==> src/rtl/uart_rx.sv <==
// UART receiver: recovers 8N1-style frames (DATA_BITS data bits, LSB first, no parity,
// one stop bit) from the asynchronous rx line and hands each byte to the consumer over a
// valid/ready handshake.
//
// Ports:
//   clk        system clock, all logic on posedge
//   rst        asynchronous active-low reset
//   rx         serial line, idle high, asynchronous to clk
//   rx_ready   consumer accepts the byte when rx_valid && rx_ready
//   rx_data    received byte, stable while rx_valid is high
//   rx_valid   byte available, held until accepted
//   frame_err  1-clk pulse: stop bit sampled low
//   overrun    1-clk pulse: good frame completed while the previous byte was still pending
//
// The oversample tick is derived locally from INITIAL_CLOCK / (BAUD * OVERSAMPLE_TIME).
// Byte, valid and error outputs are registered, so they appear 1 clk after the stop-sample
// tick.

module uart_rx #(
  parameter int unsigned INITIAL_CLOCK   = 100000000,
  parameter int unsigned BAUD            = 9600,
  parameter int unsigned OVERSAMPLE_TIME = 8,
  parameter int unsigned DATA_BITS       = 8
) (
  input  logic                 clk,
  input  logic                 rst,
  input  logic                 rx,
  input  logic                 rx_ready,
  output logic [DATA_BITS-1:0] rx_data,
  output logic                 rx_valid,
  output logic                 frame_err,
  output logic                 overrun
);

  // Tick divider: counter runs 0..Div and pulses tick on Div.
  localparam int unsigned Div  = INITIAL_CLOCK / (BAUD * OVERSAMPLE_TIME) - 1;
  localparam int unsigned DivW = (Div > 0) ? $clog2(Div + 1) : 1;
  localparam logic [DivW-1:0] DivMax = DivW'(Div);

  localparam int unsigned OsW = $clog2(OVERSAMPLE_TIME);
  localparam logic [OsW-1:0] OsHalf = OsW'(OVERSAMPLE_TIME / 2 - 1);
  localparam logic [OsW-1:0] OsLast = OsW'(OVERSAMPLE_TIME - 1);

  localparam int unsigned BitW = $clog2(DATA_BITS + 1);
  localparam logic [BitW-1:0] BitLast = BitW'(DATA_BITS - 1);

  typedef enum logic [2:0] {
    StIdle,
    StStart,
    StData,
    StStop,
    StWaitIdle
  } state_e;

  // Input synchronizer.
  logic rx_meta_q, rx_s_q;

  // Tick generator.
  logic [DivW-1:0] div_cnt_q, div_cnt_d;
  logic            tick;

  // Receive FSM.
  state_e               state_q, state_d;
  logic [OsW-1:0]       os_cnt_q, os_cnt_d;
  logic [BitW-1:0]      bit_cnt_q, bit_cnt_d;
  logic [DATA_BITS-1:0] shift_q, shift_d;
  logic                 good_frame;
  logic                 bad_frame;

  // Output / handshake registers.
  logic [DATA_BITS-1:0] rx_data_q, rx_data_d;
  logic                 rx_valid_q, rx_valid_d;
  logic                 frame_err_q, frame_err_d;
  logic                 overrun_q, overrun_d;
  logic                 accept;

  // ---------------------------------------------------------------------------------------
  // Two-flop synchronizer; resets to the idle (high) line level.
  // ---------------------------------------------------------------------------------------
  always_ff @(posedge clk or negedge rst) begin
    if (!rst) begin
      rx_meta_q <= 1'b1;
      rx_s_q    <= 1'b1;
    end else begin
      rx_meta_q <= rx;
      rx_s_q    <= rx_meta_q;
    end
  end

  // ---------------------------------------------------------------------------------------
  // Free-running oversample tick.
  // ---------------------------------------------------------------------------------------
  assign tick = (div_cnt_q == DivMax);

  always_comb begin
    div_cnt_d = div_cnt_q + 1'b1;
    if (tick) begin
      div_cnt_d = '0;
    end
  end

  always_ff @(posedge clk or negedge rst) begin
    if (!rst) begin
      div_cnt_q <= '0;
    end else begin
      div_cnt_q <= div_cnt_d;
    end
  end

  // ---------------------------------------------------------------------------------------
  // Receive FSM: state register.
  // ---------------------------------------------------------------------------------------
  always_ff @(posedge clk or negedge rst) begin
    if (!rst) begin
      state_q   <= StIdle;
      os_cnt_q  <= '0;
      bit_cnt_q <= '0;
      shift_q   <= '0;
    end else begin
      state_q   <= state_d;
      os_cnt_q  <= os_cnt_d;
      bit_cnt_q <= bit_cnt_d;
      shift_q   <= shift_d;
    end
  end

  // ---------------------------------------------------------------------------------------
  // Receive FSM: next state. Everything advances on tick except the WAIT_IDLE exit.
  // ---------------------------------------------------------------------------------------
  always_comb begin
    state_d    = state_q;
    os_cnt_d   = os_cnt_q;
    bit_cnt_d  = bit_cnt_q;
    shift_d    = shift_q;
    good_frame = 1'b0;
    bad_frame  = 1'b0;

    unique case (state_q)
      StIdle: begin
        if (tick && !rx_s_q) begin
          state_d  = StStart;
          os_cnt_d = '0;
        end
      end

      StStart: begin
        if (tick) begin
          if (os_cnt_q == OsHalf) begin
            // Mid start bit: a high line here means the falling edge was a glitch.
            if (rx_s_q) begin
              state_d = StIdle;
            end else begin
              state_d   = StData;
              os_cnt_d  = '0;
              bit_cnt_d = '0;
            end
          end else begin
            os_cnt_d = os_cnt_q + 1'b1;
          end
        end
      end

      StData: begin
        if (tick) begin
          if (os_cnt_q == OsLast) begin
            // LSB arrives first, so shifting in at the MSB leaves it at bit 0 at the end.
            shift_d   = {rx_s_q, shift_q[DATA_BITS-1:1]};
            os_cnt_d  = '0;
            bit_cnt_d = bit_cnt_q + 1'b1;
            if (bit_cnt_q == BitLast) begin
              state_d = StStop;
            end
          end else begin
            os_cnt_d = os_cnt_q + 1'b1;
          end
        end
      end

      StStop: begin
        if (tick) begin
          if (os_cnt_q == OsLast) begin
            os_cnt_d = '0;
            if (rx_s_q) begin
              good_frame = 1'b1;
              state_d    = StIdle;
            end else begin
              bad_frame = 1'b1;
              state_d   = StWaitIdle;
            end
          end else begin
            os_cnt_d = os_cnt_q + 1'b1;
          end
        end
      end

      StWaitIdle: begin
        // A held break must not be decoded as a stream of new start bits.
        if (rx_s_q) begin
          state_d = StIdle;
        end
      end

      default: begin
        state_d = StIdle;
      end
    endcase
  end

  // ---------------------------------------------------------------------------------------
  // Handshake and status outputs.
  // ---------------------------------------------------------------------------------------
  assign accept = rx_valid_q && rx_ready;

  always_comb begin
    rx_data_d   = rx_data_q;
    rx_valid_d  = rx_valid_q;
    frame_err_d = bad_frame;
    overrun_d   = 1'b0;

    if (accept) begin
      rx_valid_d = 1'b0;
    end

    if (good_frame) begin
      // An accept in the same clk frees the holding register for the new byte.
      if (!rx_valid_q || accept) begin
        rx_data_d  = shift_q;
        rx_valid_d = 1'b1;
      end else begin
        overrun_d = 1'b1;
      end
    end
  end

  always_ff @(posedge clk or negedge rst) begin
    if (!rst) begin
      rx_data_q   <= '0;
      rx_valid_q  <= 1'b0;
      frame_err_q <= 1'b0;
      overrun_q   <= 1'b0;
    end else begin
      rx_data_q   <= rx_data_d;
      rx_valid_q  <= rx_valid_d;
      frame_err_q <= frame_err_d;
      overrun_q   <= overrun_d;
    end
  end

  assign rx_data   = rx_data_q;
  assign rx_valid  = rx_valid_q;
  assign frame_err = frame_err_q;
  assign overrun   = overrun_q;

endmodule

==> config.mk <==
export PLATFORM = sky130hd
export DESIGN_NAME = uart_rx
export DESIGN_NICKNAME = d
export VERILOG_FILES = /design/src/rtl/uart_rx.sv
export SDC_FILE = /design/constraint.sdc
export NUM_CORES = 1
export LEC_CHECK = 0
export ABC_CLOCK_PERIOD_IN_PS = 2600
export CAP_MARGIN = 20
export CORE_MARGIN = 8
export CORE_UTILIZATION = 32
export CTS_CLUSTER_SIZE = 24
export DETAILED_ROUTE_END_ITERATION = 8
export DONT_BUFFER_PORTS = 1
export SETUP_SLACK_MARGIN = 0.05
export SYNTH_ARGS = -nofsm -noshare
export SYNTH_HDL_FRONTEND = slang
export SYNTH_SLANG_ARGS = --single-unit
==> constraint.sdc <==
create_clock -name clk -period 2.6 [get_ports clk]
set_input_delay 0.52 -clock clk [delete_from_list [all_inputs] [get_ports clk]]
set_output_delay 0.52 -clock clk [all_outputs]
set_load 0.02 [all_outputs]
* After elaboration in Yosys (flattened, before gate mapping)
Index checks and enable logic that the tools add are counted.
Widths: inputs -> output; s select.
** Storage, ports and cells
- Bits in registers :: 42
- Bits of input ports :: 4
- Output and inout port bits :: 11
- Word-level logic and storage cells :: 87
** Operators by class
- $add $sub $neg :: 3
- Eq/ne operators :: 20
- Multiplexer cells :: 39
- Reductions and logical operators :: 14
** Operator list (number)
- $mux 3 :: 16
- $mux 4 :: 5
- $ne 2x2->1 const B :: 10
- $pmux 3 s5 :: 1
- $mux 1 :: 13
- $add 11x1->11 const B :: 1
- $eq 11x11->1 const B :: 1
- $mux 11 :: 1
- $eq 3x2->1 const B :: 3
- $pmux 3 s3 :: 1
- $reduce_and 9->1 :: 1
- $pmux 4 s2 :: 1
- $eq 3x3->1 const B :: 2
- $reduce_and 6->1 :: 1
- $reduce_and 5->1 :: 1
- $add 4x1->4 const B :: 1
- $eq 4x3->1 const B :: 1
- $add 3x1->3 const B :: 1
- $eq 3x1->1 const B :: 1
- $logic_not 3->1 :: 1
- $ne 3x3->1 const B :: 1
- $reduce_and 3->1 :: 1
- $reduce_bool 3->1 :: 1
- $logic_and 1x1->1 :: 2
- 7 further kinds :: 8

* Logic depth before layout (Yosys ltp)
Gate-level depths: netlist of the first run.
- Word-level depth :: 5
- Mapped depth :: 7
- Mapped depth without buffers :: 7

* Least setup slack after synthesis of the first run
No wires, ideal clock.
- Path type :: flip-flop to flip-flop
- From :: reg div_cnt_q[5]
- To :: reg shift_q[0]
- Setup time :: 0.125 ns
- Data arrival time :: 1.733 ns
- Data required time :: 2.475 ns
- Setup slack :: 0.743 ns
- Cell stages (with the launch flop) :: 7
- Buffers on the path :: 2
- Clock period less this slack :: 1.857 ns
- Path through :: dfrtp_1 > nor4b_4 > and4_2 > buf_6 > and3_4 > buf_6 > mux2_2
** Between the ends
- Word-level cells in the longest chain between the ends :: 2
** Ends and longest elaborated chain
- start, declared :: RTL line 59 : logic [DivW-1:0] div_cnt_q, div_cnt_d;
- start signal, assigned :: RTL line 106 : div_cnt_q <= div_cnt_d;
- $eq 11x11->1 :: RTL line 93 : assign tick = (div_cnt_q == DivMax);
- $reduce_and 3->1 (no line)
- end signal, assigned :: RTL line 123 : shift_q <= shift_d;
- end, declared :: RTL line 66 : logic [DATA_BITS-1:0] shift_q, shift_d;
No other way between the ends.
A chain may end at the register's enable or synchronous reset.

* Final worst setup path of the first run
- From :: reg div_cnt_q[5]
- To :: reg shift_q[6]
The elaborated chain is that of the path after synthesis.

==> metrics.txt, run 1 <==
maxcap violations=0; # DRC=0; total gr overflow=0; Synth Cell Area=2000 um^2; vias post-DR=1235; Pre-Repair DR Iteration Count=4; ant diodes=0; Critical Path End Type=flip-flop; layout cell share with drive strength beyond 1=0.249; routed wl met2=1.69 mm; Peak Freq=493 MHz; number of synthesized flops with an enable pin=0; Setup Crit Path Kind=reg -> reg; crit-path cells=nor4b_4, and4_2, and3_4, mux2_2; worst reg2reg path startpoint=div_cnt_q[5]$_DFF_PN0_; Syn Nets=176; synth warn=0; worst setup path endpoint=shift_q[6]$_DFFE_PN0P_; clock buffer depth=2; Placed Area=2060 um^2; fin area=2170 um^2; worst skew pair latency=0.30 ns; status=finished clean; max_slew headroom=0.730; initial antenna violation count=0; FFs w/ async S/R, synth=1.00; FF-to-FF End=shift_q[6]$_DFFE_PN0P_; Post-Route Utilization=0.349; Clock Sinks=42; Reg2Reg Depth=4; Die Y=95.1 um; cells after synthesis=165; number of global-route vias before repair=1263; number of synthesized register bits=42; CP max FO=11; Die X=95.1 um; CTS Buf Count=5; Final min period=2.03 ns; reg2reg setup slack=0.57 ns; Crit-path slowest cell=dfrtp_1; DP HPWL=2.34 mm; Hold Crit Class=in -> async; RSZ-0062 raised after global routing=false; Worst Path Required=2.79 ns; Static Leak=0.979 nW; DR WL/cell=14.3 um; final hold violations=0; H-Tree Level Count=2; nets@finish=179; drt total wl=3.52 mm; Final Skew=0.00965 ns; Main synth FF type=dfrtp_1; M1 WL=1.57 mm; Via density=5.02; first-pass GRT wire length=6.31 mm; overall global routing resource usage=0.0883; Tcrit/Tclk final=0.780; Worst Path Arrival=2.22 ns; Worst-path clk slew=0.08 ns; initial core utilization=0.322; number of I/O port buffers=0; initial detailed-routing violation count=108; Final setup viols=0; I/O Pins=15; Die Area=9040 um^2; setup_tns=0 ns; root buf cell=clkbuf_8; Final Wtd Congestion=0.756; pins over their slew limit=0; FP Rows=29; maximum VDD drop=0.332 mV; Slew @ Worst Pin=0.405 ns; origin of the worst setup path=div_cnt_q[5]$_DFF_PN0_; CTS tree=yes; Critical Path Max Stage Delay=0.46 ns; pwr dens=502 nW/um^2; CP Launch Type=flip-flop; largest net degree at the start of global routing=41; core area=6200 um^2; met3 routed WL=180 um; syn_area_per_cell=12.1 um^2; synth-to-layout area growth=8.26%; top routing layer in use=met4; synth unique cells=46; Seq/Total Area, Yosys=0.527; post-CTS resize count=0; Routed Antenna Nets=0
[cells by family after synthesis]
kind of cell	Yosys count	synth area share
flip-flops	42	0.527
adder cells (fa/ha/maj)	7	0.0438
multiplexers	19	0.106
XOR/XNOR	9	0.0394
AO/OA/AOI/OAI	19	0.0663
AND/OR/NAND/NOR	58	0.185
buffers and inverters	11	0.0325
[timing repair]
item / 4_1_cts / 5_1_grt
endpoints found under the hold margin: 40 / 0
hold buffers: 1 / 0
buffers inserted: 0 / 0
setup endpoints to repair: 0 / 0
[registers in the layout (all words and copies together), names as in the netlist]
name / flops
rx_meta_q: 1
rx_s_q: 1
overrun: 1
shift_q: 8
bit_cnt_q: 4
frame_err: 1
os_cnt_q: 3
rx_valid: 1
state_q: 3
div_cnt_q: 11
rx_data: 8
[cell usage in the layout (no fill, tap or decap), types with 3 or more instances in the layout]
cell type  synthesis  layout
dfrtp_1           40      40
mux2_2            18      18
nor2_1            11      11
nand2_1           11      11
ha_1               7       7
nand3_1            6       6
inv_1              5       5
xnor2_1            5       5
a21oi_1            5       5
clkbuf_8           0       5
xor2_1             4       4
nor3_1             4       4
nand4_1            3       3
nand2b_1           3       3
o21ai_0            3       3
[worst min path at each step]
stage,to,slack (ns),cells past startpoint
3_5_place_dp,div_cnt_q[6]$_DFF_PN0_,0.23,0
2_1_floorplan,bit_cnt_q[0]$_DFFE_PN0P_,0.22,0
3_3_place_gp,div_cnt_q[5]$_DFF_PN0_,0.23,0
6_report,state_q[2]$_DFFE_PN0P_,0.05,1
4_1_cts,rx_meta_q$_DFF_PN1_,0.05,0
5_1_grt,rx_s_q$_DFF_PN1_,0.04,0
[through the flow]
| step | power, W | hold WS [ns] | std cells | setup WS, ns |
|---|---|---|---|---|
| final | 0.00109 | 0.0522 | 246 | 0.571 |
| after global routing | 0.00113 | 0.0402 | 246 | 0.480 |
| after CTS | 0.00110 | 0.0512 | 246 | 0.552 |
| after detailed placement | 0.000672 | 0.225 | 237 | 0.552 |
| after global placement | 0.000672 | 0.225 | 237 | 0.585 |
| after floorplan | 0.000671 | 0.224 | 165 | 0.743 |
[cell usage after synthesis (2+ instances only)]
master | instances | share of area
buf_6 | 2 | 0.011
nor3_1 | 4 | 0.010
nand2b_1 | 3 | 0.0094
nor2_1 | 11 | 0.021
nor3b_1 | 2 | 0.0075
nand3_1 | 6 | 0.015
dfstp_2 | 2 | 0.026
o21ai_0 | 3 | 0.0075
a21o_1 | 2 | 0.0075
a31oi_1 | 2 | 0.0063
nand2_1 | 11 | 0.021
o211ai_1 | 2 | 0.0075
ha_1 | 7 | 0.044
and3_1 | 2 | 0.0063
mux2_2 | 18 | 0.10
xnor2_1 | 5 | 0.022
xor2_1 | 4 | 0.018
nand4_1 | 3 | 0.0094
dfrtp_1 | 40 | 0.50
a21oi_1 | 5 | 0.013
and3b_1 | 2 | 0.0088
inv_1 | 5 | 0.0094
[power breakdown]
part	internal (W)	switching (W)	total (W)	leakage, nW
clock	0.000189	0.000226	0.000414	0.0483
sequential	0.000655	0.00000168	0.000657	0.566
combinational	0.00000398	0.0000118	0.0000158	0.365
total	0.000848	0.000239	0.00109	0.979
[per-layer routing]
metal | global-route usage | up-vias
li1 | - | 597
met1 | 0.112 | 605
met2 | 0.134 | 27
met3 | 0.0291 | 6
met4 | 0.0390 | 0
met5 | 0 | -
[cell type report]
class / count / area, um^2
timing repair buffer: 2 / 27.5
tap: 77 / 96.3
multi-input combinational: 112 / 882
inverter: 5 / 18.8
sequential: 42 / 1050
clock inverter: 3 / 18.8
fill: 600 / 4040
clock buffer: 5 / 68.8
[worst max-delay path, delay by kind of cell, from the launching register on]
family / cells / cell delay, ns
AND/OR/NAND/NOR: 3 / 1.12
multiplexers: 1 / 0.35
flip-flops: 1 / 0.46
Power figures use the tool's default switching activity.
==> run 2, diff against run 1 <==
ABC_CLOCK_PERIOD_IN_PS = 1700   (was 2600)
clock period = 1.7 ns   (was 2.6 ns; I/O delays follow)
==> metrics.txt, run 2 (synthesis gave the netlist of run 1 again) <==
Setup Crit Path Kind=reg -> reg; CP Launch Type=flip-flop; overall global routing resource usage=0.0880 (-0.000296); synth-to-layout area growth=28.1%; maximum VDD drop=0.640 mV (+93%); Pre-Repair DR Iteration Count=4 (unchanged); Post-Route Utilization=0.413 (+0.0641); nets@finish=206 (+15%); RSZ-0062 raised after global routing=true; pwr dens=771 nW/um^2 (+53%); Final Skew=0.00804 ns (-0.00161 ns); Final min period=1.79 ns (-0.244 ns); root buf cell=clkbuf_8; CTS Buf Count=5 (unchanged); CP max FO=8 (-3); CTS tree=yes; Die X=95.1 um (unchanged); Peak Freq=560 MHz (+14%); DP HPWL=2.55 mm (+8.9%); ant diodes=0 (unchanged); vias post-DR=1317 (+6.6%); worst skew pair latency=0.29 ns (about the same); hold path startpoint=rx; pins over their slew limit=0 (unchanged); Routed Antenna Nets=0 (unchanged); Final setup viols=22 (+22); Critical Path End Type=flip-flop; Fillers=554 (-7.7%); total gr overflow=0 (unchanged); violated checks=negative setup slack; largest net degree at the start of global routing=43 (+4.9%); max_slew headroom=0.741 (+0.0111); Static Leak=1.17 nW (+20%); Die Y=95.1 um (unchanged); Worst-path clk slew=0.08 ns (about the same); number of I/O port buffers=0 (unchanged); final hold violations=0 (unchanged); initial detailed-routing violation count=106 (-1.9%); Most flops, register=div_cnt_q; initial antenna violation count=0 (unchanged); maxcap violations=0 (unchanged); Slew @ Worst Pin=0.388 ns (-0.0171 ns); H-Tree Level Count=2 (unchanged); Clock Sinks=42 (unchanged); Die Area=9040 um^2 (unchanged); clock buffer depth=2 (unchanged); layout cell share with drive strength beyond 1=0.388 (+0.139); Hold Crit Class=in -> reg; DR WL/cell=13.7 um (-3.8%); FP Rows=29 (unchanged); status=finished, violations left; Inst Count DP=261 (+10%); # DRC=0 (unchanged); Worst Path Required=1.89 ns (-0.90 ns); initial core utilization=0.322 (unchanged); Final Wtd Congestion=0.832 (+10%); I/O Pins=15 (unchanged); Final Worst Setup Slack=-0.0852 ns (-0.656 ns); worst reg2reg path startpoint=os_cnt_q[0]$_DFFE_PN0P_; number of global-route vias before repair=1321 (+4.6%); setup_tns=-1.09 ns (-1.09 ns); Worst Path Arrival=1.97 ns (-0.25 ns); Via density=4.82 (-3.9%); commonest cells after routing, fill and taps aside=dfrtp_1 (40), buf_4 (24), mux2_4 (15); commonest non-fill, non-tap cell in the layout=dfrtp_1; final std cells w/o fill=273 (+11%); Tcrit/Tclk final=1.05 (+0.270); drt total wl=3.75 mm (+6.7%); first-pass GRT wire length=6.29 mm (-0.44%); origin of the worst setup path=os_cnt_q[0]$_DFFE_PN0P_; max reg flops=11 (unchanged); core area=6200 um^2 (unchanged)
[run 2: what timing repair did]
| item | 4_1_cts | 5_1_grt |
|---|---|---|
| buffers inserted | 1 | 0 |
| setup endpoints to repair | 23 | 23 |
| gates cloned | 1 | 0 |
| hold buffers | 2 | 0 |
| hold endpoints to repair | 42 | 0 |
| resized for setup | 4 | 3 |
| pin swaps | 4 | 2 |
[run 2: final timing paths]
kind,end,slack [ns],depth (start not counted)
worst max-delay path,rx_data[0]$_DFFE_PN0P_,-0.09,6
worst min-delay path,rx_meta_q$_DFF_PN1_,0.04,0
worst max register to register,rx_data[0]$_DFFE_PN0P_,-0.09,6
worst min register to register,rx_s_q$_DFF_PN1_,0.36,0
max in group asynchronous,rx_s_q$_DFF_PN1_,0.93,2
min in group asynchronous,div_cnt_q[2]$_DFF_PN0_,0.50,2
[run 2: final cells by class]
cell class                      count  area, um^2  area share
Clock inverter                      3        68.8      0.0268
Tap cell                           77        96.3      0.0376
Sequential cell                    42        1050       0.411
Timing Repair Buffer               28         233      0.0908
Clock buffer                        5        68.8      0.0268
Multi-Input combinational cell    113        1020       0.400
Inverter                            5        18.8     0.00732
[run 2: report_power, final]
part | total, W | switching (W) | leakage (nW) | internal [W]
registers | 0.00101 | 0.00000300 | 0.566 | 0.00100
clock network | 0.000942 | 0.000354 | 0.0683 | 0.000588
logic | 0.0000279 | 0.0000204 | 0.538 | 0.00000755
[run 2: worst max-delay path, stage by stage, from the launching register on]
cell and delay [ns]:
dfrtp_1 0.41, ha_4 0.19, ha_4 0.16, and3b_2 0.24
and3_4 0.16, nand3_4 0.17, mux2_2 0.35
[run 2: routing by layer]
| metal | vias up | wire [um] | track usage |
|---|---|---|---|
| li1 | 652 | - | - |
| met1 | 631 | 1910 | 0.117 |
| met2 | 28 | 1610 | 0.130 |
| met3 | 6 | 188 | 0.0268 |
| met4 | 0 | 48 | 0.0351 |
| met5 | - | 0 | 0 |
[run 2: per-stage QoR]
stage | hold slack, ns | cell area, um^2 | worst slack, ns | power, W
floorplan | 0.0444 | 2120 | -0.149 | 0.00103
detailed placement | 0.0460 | 2350 | -0.111 | 0.00103
CTS | 0.0289 | 2540 | -0.0916 | 0.00201
global placement | 0.0458 | 2350 | -0.0752 | 0.00103
finish | 0.0434 | 2560 | -0.0852 | 0.00198
global route | 0.0237 | 2560 | -0.165 | 0.00205
==> run 3, diff against run 2 <==
ABC_AREA = 1   (was default)
==> metrics.txt, run 3 <==
clock buffer depth=2 (unchanged); hold path depth=0 (unchanged); Fillers=654 (+18%); Synth Cell Area=2200 um^2 (+10%); Via density=4.72 (-2.1%); Place WS=-0.0494 ns (+0.0619 ns); Slew @ Worst Pin=0.416 ns (+0.0284 ns); top cells by count, synth=nand2_1 (67), dfrtp_1 (40), inv_1 (33); Final setup viols=0 (-100%); max reg flops=11 (unchanged); maximum VDD drop=0.392 mV (-39%); number of global-route vias before repair=1674 (+27%); core area=6720 um^2 (+8.3%); Routed Antenna Nets=0 (unchanged); Worst Path Required=1.94 ns (+0.05 ns); Tcrit/Tclk final=0.969 (-0.0808); Main synth FF type=dfrtp_1; synth warn=0 (unchanged); M1 GR Usage=0.115 (-0.00222); layout cell share with drive strength beyond 1=0.328 (-0.0593); Setup Crit Path Kind=reg -> reg; Most flops, register=div_cnt_q; final hold violations=0 (unchanged); number of synthesized flops with an enable pin=0 (unchanged); max_slew headroom=0.723 (-0.0187); CP Launch Type=flip-flop; Die X=99.0 um (+4.1%); CP max FO=4 (-4); Syn Nets=262 (+49%); CTS Buf Count=5 (unchanged); initial core utilization=0.328 (+0.00549); nets@finish=281 (+36%); Seq/Total Area, Yosys=0.478 (-0.0484); reg2reg setup slack=0.05 ns (+0.14 ns); Peak Freq=607 MHz (+8.3%); initial antenna violation count=0 (unchanged); H-Tree Level Count=2 (unchanged); I/O Pins=15 (unchanged); ant diodes=0 (unchanged); pins over their slew limit=0 (unchanged); overall global routing resource usage=0.0932 (+0.00518); root buf cell=clkbuf_8; Worst Path Arrival=1.89 ns (-0.08 ns); Hold Crit Class=in -> reg; initial detailed-routing violation count=67 (-37%); status=finished clean; number of synthesized register bits=42 (unchanged); worst skew pair latency=0.29 ns (about the same); commonest cells after routing, fill and taps aside=nand2_1 (54), dfrtp_1 (39), inv_1 (31); vias post-DR=1658 (+26%); DP HPWL=2.90 mm (+14%); syn_area_per_cell=8.78 um^2 (-28%); dominant cell type by area after synthesis=dfrtp_1; Final Skew=0.00394 ns (-0.00410 ns); cells after synthesis=251 (+52%); synth unique cells=29 (-37%); drt total wl=4.42 mm (+18%); commonest non-fill, non-tap cell in the layout=nand2_1; CTS tree=yes; fin area=2690 um^2 (+4.7%); total gr overflow=0 (unchanged); Reg2Reg Depth=11 (+5); Pre-Repair DR Iteration Count=4 (unchanged); FFs w/ async S/R, synth=1.00 (unchanged); # DRC=0 (unchanged); FP Rows=30 (+3.4%); Final Worst Setup Slack=0.0521 ns (+0.137 ns); first-pass GRT wire length=7.57 mm (+20%); Die Area=9800 um^2 (+8.4%); hold path startpoint=rx; maxcap violations=0 (unchanged); Critical Path End Type=flip-flop; most frequent cell after synthesis=nand2_1; Placed Area=2290 um^2 (-2.6%); Worst-path clk slew=0.09 ns (about the same); met3 Track Usage GR=0.0204 (-0.00633); Synth area leaders=dfrtp_1 (45%), nand2_1 (11%), o21ai_2 (6.4%); Die Y=99.0 um (+4.1%); pwr dens=740 nW/um^2 (-4.0%); GR Layer Usage met2=0.152 (+0.0217); worst reg2reg path startpoint=div_cnt_q[1]$_DFF_PN0_; WHS Endpoint=rx_meta_q$_DFF_PN1_; synth-to-layout area growth=21.9%; Most Crowded Layer GR=met2; Static Leak=1.27 nW (+8.4%); RSZ-0062 raised after global routing=true; Clock Sinks=42 (unchanged); FF-to-FF End=os_cnt_q[0]$_DFFE_PN0P_; post-synth top area share=0.454 (-0.0460); number of I/O port buffers=0 (unchanged); Final min period=1.65 ns (-0.137 ns); largest net degree at the start of global routing=43 (unchanged); Final Wtd Congestion=0.842 (+1.2%); DR WL/cell=12.6 um (-8.4%)
run 3: cells by family (layout without fill, tap and decap cells):
kind of cell	Yosys count	after routing	synth area share
AO/OA/AOI/OAI	28	28	0.0982
adder cells (fa/ha/maj)	7	7	0.0397
AND/OR/NAND/NOR	128	129	0.286
XOR/XNOR	4	4	0.0159
buffers and inverters	42	61	0.0818
flip-flops	42	42	0.478
run 3: worst max path at each step:
stage                                  from                       end  slack (ns)  cells after the start
floorplan            div_cnt_q[0]$_DFF_PN0_    rx_data[6]$_DFFE_PN0P_         0.1                      9
detailed placement   div_cnt_q[1]$_DFF_PN0_    rx_data[3]$_DFFE_PN0P_       -0.05                      9
global route         div_cnt_q[1]$_DFF_PN0_    state_q[0]$_DFFE_PN0P_       -0.06                     10
finish               div_cnt_q[1]$_DFF_PN0_   os_cnt_q[0]$_DFFE_PN0P_        0.05                     11
global placement     div_cnt_q[1]$_DFF_PN0_    rx_data[2]$_DFFE_PN0P_       0.008                      9
CTS                 os_cnt_q[0]$_DFFE_PN0P_  bit_cnt_q[3]$_DFFE_PN0P_        0.04                      8
run 3: per-stage QoR:
step / TNS [ns] / power, W / util / instances / hold slack [ns]
global placement: 0 / 0.00103 / 0.341 / 331 / 0.0461
global route: -0.465 / 0.00205 / 0.400 / 351 / 0.0170
finish: 0 / 0.00199 / 0.400 / 351 / 0.0360
floorplan: 0 / 0.00103 / - / 251 / 0.0444
CTS: 0 / 0.00201 / 0.382 / 346 / 0.0246
detailed placement: -0.310 / 0.00103 / 0.341 / 331 / 0.0460
run 3: timing repair:
action,CTS,global route
hold buffers,2,0
resized for setup,12,24
setup endpoints to repair,11,28
pin swaps,5,13
gates cloned,1,0
setup buffers,4,5
hold endpoints to repair,42,0
run 3: routing by layer:
layer	up-vias	part of all wire	routed length, um
met5	-	0	0
met4	0	0.0075	33
met3	2	0.034	149
met2	29	0.50	2220
met1	791	0.46	2020
li1	836	-	-
run 3: final cells by class:
class,count,area [um^2],share of cell area
Timing Repair Buffer,14,140,0.0522
Tap cell,80,100,0.0373
Inverter,39,146,0.0545
Sequential cell,42,1050,0.393
Clock inverter,3,68.8,0.0256
Clock buffer,5,68.8,0.0256
Multi-Input combinational cell,168,1110,0.412
run 3: where the power goes:
| group | internal (W) | total, W | switching [W] |
|---|---|---|---|
| registers | 0.00100 | 0.00100 | 0.00000230 |
| clock network | 0.000589 | 0.000953 | 0.000364 |
| logic | 0.00000678 | 0.0000292 | 0.0000224 |
run 3: critical path, cell delays in order, from the launching register on:
cell,delay (ns)
dfrtp_1,0.42
inv_2,0.09
ha_4,0.14
nand2_4,0.05
nor2_4,0.13
nand3_4,0.13
buf_12,0.16
a21oi_2,0.15
nand2_1,0.12
nand2_1,0.09
nand2_1,0.06
inv_1,0.05
